`config.mk`:
```
export PLATFORM = sky130hd
export DESIGN_NAME = lsu_mem_master_flat
export DESIGN_NICKNAME = d
export VERILOG_FILES = /design/src/rtl/lsu_pkg.sv /design/src/rtl/lsu_mem_master_if.sv /design/src/rtl/lsu_byte_lane.sv /design/src/rtl/lsu_mem_master.sv /design/src/flat_wrapper.sv
export SDC_FILE = /design/constraint.sdc
export NUM_CORES = 1
export LEC_CHECK = 0
export ABC_CLOCK_PERIOD_IN_PS = 1800
export CAP_MARGIN = 20
export CORE_AREA = 2 2 162 164
export CTS_CLUSTER_DIAMETER = 60
export DETAILED_ROUTE_END_ITERATION = 8
export DIE_AREA = 0 0 164 166
export SYNTH_ARGS = -nofsm -noshare
export SYNTH_HDL_FRONTEND = slang
export SYNTH_SLANG_ARGS = --single-unit
export TNS_END_PERCENT = 100
```
`constraint.sdc`:
```
create_clock -name clk -period 1.8 [get_ports clk]
set_input_delay 0.36 -clock clk [delete_from_list [all_inputs] [get_ports clk]]
set_output_delay 0.36 -clock clk [all_outputs]
set_load 0.01 [all_outputs]
```
`src/rtl/lsu_pkg.sv`:
```
// Shared types and the alignment rule for the core0 load/store memory master.
package lsu_pkg;

    typedef enum logic [1:0] {
        SZ_B   = 2'b00,
        SZ_H   = 2'b01,
        SZ_W   = 2'b10,
        SZ_RSV = 2'b11
    } size_e;

    typedef enum logic [2:0] {
        ST_IDLE      = 3'd0,
        ST_ACCESS    = 3'd1,
        ST_RMW_READ  = 3'd2,
        ST_RMW_WRITE = 3'd3,
        ST_RESP      = 3'd4
    } state_e;

    // Reserved size is never legal; halves need even, words need 4-byte alignment.
    function automatic logic is_misaligned(input size_e size, input logic [1:0] addr_lo);
        logic bad;
        case (size)
            SZ_B:    bad = 1'b0;
            SZ_H:    bad = addr_lo[0];
            SZ_W:    bad = |addr_lo;
            default: bad = 1'b1;
        endcase
        return bad;
    endfunction

endpackage

```
`src/rtl/lsu_mem_master_if.sv`:
```
// Execute-stage request/response handshake plus the word-addressed memory port.
interface lsu_mem_master_if;

    logic        req_valid;
    logic        req_ready;
    logic        req_we;
    logic [31:0] req_addr;
    logic [31:0] req_wdata;
    logic [1:0]  req_size;
    logic        req_unsigned;
    logic        rsp_valid;
    logic [31:0] rsp_rdata;
    logic        rsp_err;
    logic [31:0] mem_address;
    logic [31:0] mem_write_data;
    logic        mem_w_en;
    logic [31:0] mem_read_data;

    modport master (
        input  req_valid, req_we, req_addr, req_wdata, req_size, req_unsigned,
        output req_ready, rsp_valid, rsp_rdata, rsp_err,
        output mem_address, mem_write_data, mem_w_en,
        input  mem_read_data
    );

    modport slave (
        output req_valid, req_we, req_addr, req_wdata, req_size, req_unsigned,
        input  req_ready, rsp_valid, rsp_rdata, rsp_err,
        input  mem_address, mem_write_data, mem_w_en,
        output mem_read_data
    );

endinterface

```
`src/rtl/lsu_byte_lane.sv`:
```
// Lane steering: load extract with sign/zero extension, and sub-word store merge.
module lsu_byte_lane
    import lsu_pkg::*;
(
    input  logic [31:0] i_rd_word,
    input  logic [1:0]  i_addr_lo,
    input  size_e       i_size,
    input  logic        i_unsigned,
    input  logic [31:0] i_wdata,
    output logic [31:0] o_load_data,
    output logic [31:0] o_merge_data
);

    logic [4:0]  w_sh_b;
    logic [4:0]  w_sh_h;
    logic [31:0] w_word_b;
    logic [31:0] w_word_h;
    logic [7:0]  w_byte;
    logic [15:0] w_half;
    logic        w_ext_b;
    logic        w_ext_h;
    logic [31:0] w_mask;
    logic [31:0] w_ins;

    // Select the addressed lane and extend it to a full word.
    always_comb begin
        w_sh_b   = {i_addr_lo, 3'b000};
        w_sh_h   = {i_addr_lo[1], 4'b0000};
        w_word_b = i_rd_word >> w_sh_b;
        w_word_h = i_rd_word >> w_sh_h;
        w_byte   = w_word_b[7:0];
        w_half   = w_word_h[15:0];
        w_ext_b  = ~i_unsigned & w_byte[7];
        w_ext_h  = ~i_unsigned & w_half[15];
        case (i_size)
            SZ_B:    o_load_data = {{24{w_ext_b}}, w_byte};
            SZ_H:    o_load_data = {{16{w_ext_h}}, w_half};
            default: o_load_data = i_rd_word;
        endcase
    end

    // Replace only the addressed lane of the previously read word.
    always_comb begin
        case (i_size)
            SZ_B: begin
                w_mask = 32'h0000_00FF << w_sh_b;
                w_ins  = {24'd0, i_wdata[7:0]} << w_sh_b;
            end
            SZ_H: begin
                w_mask = 32'h0000_FFFF << w_sh_h;
                w_ins  = {16'd0, i_wdata[15:0]} << w_sh_h;
            end
            default: begin
                w_mask = 32'hFFFF_FFFF;
                w_ins  = i_wdata;
            end
        endcase
        o_merge_data = (i_rd_word & ~w_mask) | (w_ins & w_mask);
    end

endmodule

```
`src/rtl/lsu_mem_master.sv`:
```
// core0 data-memory initiator: one request at a time, sub-word stores via read-modify-write.
module lsu_mem_master
    import lsu_pkg::*;
#(
    parameter bit STORE_RMW = 1'b1
) (
    input  logic             clk,
    input  logic             rst_n,
    lsu_mem_master_if.master bus
);

    state_e      r_state;
    state_e      w_next_state;

    logic        r_req_ready;
    logic        r_rsp_valid;
    logic        r_rsp_err;
    logic [31:0] r_rsp_rdata;
    logic        r_mem_w_en;
    logic [31:0] r_mem_address;
    logic [31:0] r_mem_wdata;

    logic        r_we;
    logic        r_unsigned;
    logic [1:0]  r_addr_lo;
    size_e       r_size;
    logic [31:0] r_wdata;

    size_e       w_req_size;
    logic        w_accept;
    logic        w_subword_store;
    logic        w_req_err;
    logic        w_req_ready_nxt;
    logic        w_rsp_valid_nxt;
    logic        w_mem_w_en_nxt;
    logic [31:0] w_load_data;
    logic [31:0] w_merge_data;

    // Request decode; errors are decided here so they never reach the memory port.
    always_comb begin
        w_req_size      = size_e'(bus.req_size);
        w_accept        = bus.req_valid && r_req_ready;
        w_subword_store = bus.req_we && ((w_req_size == SZ_B) || (w_req_size == SZ_H));
        w_req_err       = is_misaligned(w_req_size, bus.req_addr[1:0])
                          || (!STORE_RMW && w_subword_store);
    end

    // State register.
    always_ff @(posedge clk) begin
        if (!rst_n) begin
            r_state <= ST_IDLE;
        end else begin
            r_state <= w_next_state;
        end
    end

    // Next-state logic.
    always_comb begin
        w_next_state = r_state;
        case (r_state)
            ST_IDLE: begin
                if (!w_accept) begin
                    w_next_state = ST_IDLE;
                end else if (w_req_err) begin
                    w_next_state = ST_RESP;
                end else if (w_subword_store) begin
                    w_next_state = ST_RMW_READ;
                end else begin
                    w_next_state = ST_ACCESS;
                end
            end
            ST_ACCESS:    w_next_state = ST_RESP;
            ST_RMW_READ:  w_next_state = ST_RMW_WRITE;
            ST_RMW_WRITE: w_next_state = ST_RESP;
            ST_RESP:      w_next_state = ST_IDLE;
            default:      w_next_state = ST_IDLE;
        endcase
    end

    // Output decode from the upcoming state so every strobe leaves a flop.
    always_comb begin
        w_req_ready_nxt = (w_next_state == ST_IDLE);
        w_rsp_valid_nxt = (w_next_state == ST_RESP);
        w_mem_w_en_nxt  = (w_next_state == ST_RMW_WRITE)
                          || ((w_next_state == ST_ACCESS) && bus.req_we);
    end

    lsu_byte_lane u_lane (
        .i_rd_word    (bus.mem_read_data),
        .i_addr_lo    (r_addr_lo),
        .i_size       (r_size),
        .i_unsigned   (r_unsigned),
        .i_wdata      (r_wdata),
        .o_load_data  (w_load_data),
        .o_merge_data (w_merge_data)
    );

    // Request latch, memory-port registers and response registers.
    always_ff @(posedge clk) begin
        if (!rst_n) begin
            r_req_ready   <= 1'b1;
            r_rsp_valid   <= 1'b0;
            r_rsp_err     <= 1'b0;
            r_rsp_rdata   <= 32'd0;
            r_mem_w_en    <= 1'b0;
            r_mem_address <= 32'd0;
            r_mem_wdata   <= 32'd0;
            r_we          <= 1'b0;
            r_unsigned    <= 1'b0;
            r_addr_lo     <= 2'b00;
            r_size        <= SZ_B;
            r_wdata       <= 32'd0;
        end else begin
            r_req_ready <= w_req_ready_nxt;
            r_rsp_valid <= w_rsp_valid_nxt;
            r_mem_w_en  <= w_mem_w_en_nxt;
            if (w_accept) begin
                r_we       <= bus.req_we;
                r_unsigned <= bus.req_unsigned;
                r_addr_lo  <= bus.req_addr[1:0];
                r_size     <= w_req_size;
                r_wdata    <= bus.req_wdata;
                // A rejected request leaves the memory port untouched.
                if (!w_req_err) begin
                    r_mem_address <= {bus.req_addr[31:2], 2'b00};
                end
                if (!w_req_err && bus.req_we && (w_req_size == SZ_W)) begin
                    r_mem_wdata <= bus.req_wdata;
                end
            end
            if (r_state == ST_RMW_READ) begin
                r_mem_wdata <= w_merge_data;
            end
            if (w_next_state == ST_RESP) begin
                r_rsp_err   <= (r_state == ST_IDLE);
                r_rsp_rdata <= ((r_state == ST_ACCESS) && !r_we) ? w_load_data : 32'd0;
            end
        end
    end

    assign bus.req_ready      = r_req_ready;
    assign bus.rsp_valid      = r_rsp_valid;
    assign bus.rsp_err        = r_rsp_err;
    assign bus.rsp_rdata      = r_rsp_rdata;
    assign bus.mem_address    = r_mem_address;
    assign bus.mem_write_data = r_mem_wdata;
    assign bus.mem_w_en       = r_mem_w_en & rst_n;

endmodule

```
`src/flat_wrapper.sv`:
```
// flat-port wrapper written by rule: the top's interface ports become plain ports
module lsu_mem_master_flat import lsu_pkg::*;
#(
    parameter bit STORE_RMW = 1'b1
)
  (clk, rst_n, bus_req_valid, bus_req_we, bus_req_addr, bus_req_wdata, bus_req_size, bus_req_unsigned, bus_req_ready, bus_rsp_valid, bus_rsp_rdata, bus_rsp_err, bus_mem_address, bus_mem_write_data, bus_mem_w_en, bus_mem_read_data);
  lsu_mem_master_if bus_i ();
  input  logic clk;
  input  logic rst_n;
  input wire logic [$bits(bus_i.req_valid)-1:0] bus_req_valid;
  input wire logic [$bits(bus_i.req_we)-1:0] bus_req_we;
  input wire logic [$bits(bus_i.req_addr)-1:0] bus_req_addr;
  input wire logic [$bits(bus_i.req_wdata)-1:0] bus_req_wdata;
  input wire logic [$bits(bus_i.req_size)-1:0] bus_req_size;
  input wire logic [$bits(bus_i.req_unsigned)-1:0] bus_req_unsigned;
  output wire logic [$bits(bus_i.req_ready)-1:0] bus_req_ready;
  output wire logic [$bits(bus_i.rsp_valid)-1:0] bus_rsp_valid;
  output wire logic [$bits(bus_i.rsp_rdata)-1:0] bus_rsp_rdata;
  output wire logic [$bits(bus_i.rsp_err)-1:0] bus_rsp_err;
  output wire logic [$bits(bus_i.mem_address)-1:0] bus_mem_address;
  output wire logic [$bits(bus_i.mem_write_data)-1:0] bus_mem_write_data;
  output wire logic [$bits(bus_i.mem_w_en)-1:0] bus_mem_w_en;
  input wire logic [$bits(bus_i.mem_read_data)-1:0] bus_mem_read_data;
  assign bus_i.req_valid = bus_req_valid;
  assign bus_i.req_we = bus_req_we;
  assign bus_i.req_addr = bus_req_addr;
  assign bus_i.req_wdata = bus_req_wdata;
  assign bus_i.req_size = bus_req_size;
  assign bus_i.req_unsigned = bus_req_unsigned;
  assign bus_req_ready = bus_i.req_ready;
  assign bus_rsp_valid = bus_i.rsp_valid;
  assign bus_rsp_rdata = bus_i.rsp_rdata;
  assign bus_rsp_err = bus_i.rsp_err;
  assign bus_mem_address = bus_i.mem_address;
  assign bus_mem_write_data = bus_i.mem_write_data;
  assign bus_mem_w_en = bus_i.mem_w_en;
  assign bus_i.mem_read_data = bus_mem_read_data;
  lsu_mem_master #(.STORE_RMW(STORE_RMW)) u_core (.clk(clk), .rst_n(rst_n), .bus(bus_i));
endmodule
```
==> out/qor.yml <==
setup_path:
  worst-path-buf-inv: 2
  cp-start-kind: "register"
  max_stage_delay_ns: 0.52
  cp_slowest_cell: "or4_4"
  rrSetupSlack_ns: 0.03
  critPathKind: "reg -> reg"
  cp_cell_sequence: "buf_4, nand2b_4, or4_4, buf_12, a221o_1, o2bb2ai_1"
  worst-endpoint-required_ns: 2.15
  crit_arrival_ns: 2.13
  crit_fanout: 8
  end_kind: "register"
  cp_top_family: "simple AND/OR/NAND/NOR gates"
status:
  status: "completed"
clock_tree:
  clk_latency_ns: 0.43
  cts_sinks: 139
  numCtsBuffers: 17
  tritoncts: "built"
  ctsHoldBuffers: 0
  clock_path_buffers: 2
  cts_root_buf: "clkbuf_16"
  clkTransAtPathRegs_ns: 0.06
  htreeDepth: 4
global_routing:
  grt_pass1_wl_um: 36890
  grt_overflow_total: 0
  antenna_found_initial: 1
  grt.total_usage_pct: 17.77
  grt_pass1_vias: 6326
  grt_max_degree: 43
cells_and_area:
  layout_common_cells: "clkdlybuf4s50_1 (195), nand2_1 (161), dfxtp_1 (135), a21oi_1 (78), buf_4 (67)"
  design_area_mm2: 0.009916
  regArea_mm2: 0.002790
  fillers: 2586
  stdcell_count: 1320
  area_growth_pct: 57.77
  final_common_cell: "clkdlybuf4s50_1"
  drive_above_1_share_pct: 16.87
  nNetsFinal: 1074
  multiInputGateArea_mm2: 0.003254
timing:
  setup_viol: 0
  fin_tns_setup_ns: 0
  skew_ns: 0.01615
  rsz0062_at_grt: "true"
  fmax_ghz: 0.5647
  hold_violations: 0
  period_share_pct: 98.38
  finalMaxSlewViolations: 0
  fin_crit_ns: 1.771
synthesis:
  synth_cells: 737
  ys_types: 52
  synthArstFlopShare_pct: 0
  yosys_warnings: 0
  synth_area_mm2: 0.006285
  synth-seq-cells: 139
  yosysTopAreaCellShare_pct: 44.28
  ys.flop_type: "dfxtp_1"
  yosys.area.top_type: "dfxtp_1"
  synthTopCellsByArea: "dfxtp_1 (44%), nand2_1 (9.6%), a21oi_1 (6.4%), a221o_1 (4.9%), clkbuf_1 (3.0%)"
  ys_seq_area_share_pct: 44.28
  synth_edf_count: 0
  avgSynthCellArea_um2: 8.528
pwr:
  ir_drop_mv: 0.6799
  powerDensity_mw_per_mm2: 833.8
  p_leak_nw: 3.576
drt:
  vias_per_cell: 5.008
  drc: 0
  drtIter0Drc: 495
  ant_nets: 0
  vias: 6610
  routedWlPerCell_um: 18.74
  wl_um: 24740
  drtPass1Iterations: 5
die:
  pin_count: 203
  core_area_mm2: 0.02562
  fp.dieW_um: 164
  die_area_mm2: 0.02722
  start_util_pct: 24.53
  die_height_um: 166
  row_count: 59
placed_design:
  place_inst: 1282
  routabilityCongestion: 0.8866
  io_buffers: 200
  placed_area_mm2: 0.009161
  hpwlAfterDp_um: 18330
hold_path:
  hold_path.class: "in -> reg"
run:
  max-cap-violations: 0
[layer usage]
metal / GRT usage [%] / wire, um
met5: 0 / 0
met4: 4.844 / 446
met2: 28.30 / 11490
met1: 22.50 / 10410
met3: 6.643 / 2398
[final cells by class]
cell class / count / area share (%)
Antenna cell: 1 / 0.02524
Clock buffer: 18 / 4.429
Clock inverter: 14 / 1.401
Inverter: 22 / 0.8580
Multi-Input combinational cell: 509 / 32.82
Sequential cell: 139 / 28.14
Tap cell: 335 / 4.227
Timing Repair Buffer: 282 / 28.10
[through the flow]
stage / util [%] / power, W / setup WS [ns] / hold WS (ns)
finish: 38.71 / 0.008267 / 0.02918 / 0.4257
global route: 38.70 / 0.008605 / -0.01521 / 0.4535
CTS: 38.17 / 0.008313 / 0.009079 / 0.4526
detailed placement: 35.76 / 0.004841 / -0.4691 / 0.4436
global placement: 35.76 / 0.004835 / -0.4739 / 0.4403
floorplan: - / 0.003999 / 0.004174 / 0.4332
[Yosys cell counts, drive strengths merged (2+ instances only)]
library cell and number:
a221o 31, o22ai 23, nand4 2, and2 4, o21ai 34, or2 4
a31oi 16, mux2i 17, a31o 8, nor4 4, clkbuf 51, nor2 19
o32ai 2, mux4 8, buf 17, a221oi 15, nor3 2, a211oi 7
nand3 10, dfxtp 139, nand2b 4, a32o 7, inv 21, nor3b 3
o211ai 7, nand2 161, a21oi 81, nor2b 3, o2bb2ai 21
[cells by family after synthesis]
logic type | Yosys count | synth area share, %
AO/OA/AOI/OAI | 259 | 28.61
AND/OR/NAND/NOR | 222 | 15.35
flip-flops | 139 | 44.28
buffers and inverters | 90 | 5.952
multiplexers | 26 | 5.753
other | 1 | 0.05967
[what timing repair did]
action                                  4_1_cts  5_1_grt
setup buffers                                 0        3
gates cloned                                  0        2
pin swaps                                     1        4
endpoints found under the setup margin       42       41
gates resized for setup                      15       22
[worst paths after layout]
check | to | startpoint | depth (start not counted)
setup / recovery | u_core.bus.rsp_rdata[3] | u_core.r_state[2] | 6
hold / removal | u_core.bus.req_ready | bus_req_valid | 3
setup reg to reg | u_core.bus.rsp_rdata[3] | u_core.r_state[2] | 6
hold reg to reg | u_core.r_wdata[23] | u_core.r_wdata[23] | 2
[report_power, final]
| group | internal [W] | switching, W | leakage, nW |
|---|---|---|---|
| combinational | 0.000740 | 0.000751 | 2.17 |
| clock | 0.00196 | 0.00149 | 0.270 |
| sequential | 0.00322 | 0.000105 | 1.13 |
| total | 0.00592 | 0.00234 | 3.58 |
[tightest hold or removal path, cell delays in order]
cell and delay (ns):
dlymetal6s2s_1 0.16, nand2_1 0.16, a211o_1 0.14
[registers in the layout (all words and copies together), names as in the netlist]
signal / flops
u_core.bus.mem_write_data: 32
u_core.bus.rsp_rdata: 32
u_core.r_unsigned: 1
u_core.r_addr_lo: 2
u_core.bus.rsp_valid: 1
u_core.r_state: 3
u_core.r_mem_w_en: 1
u_core.r_we: 1
u_core.bus.rsp_err: 1
u_core.r_wdata: 32
u_core.r_size: 2
u_core.bus.req_ready: 1
u_core.bus.mem_address: 30
(Power assumes the default switching activity.)
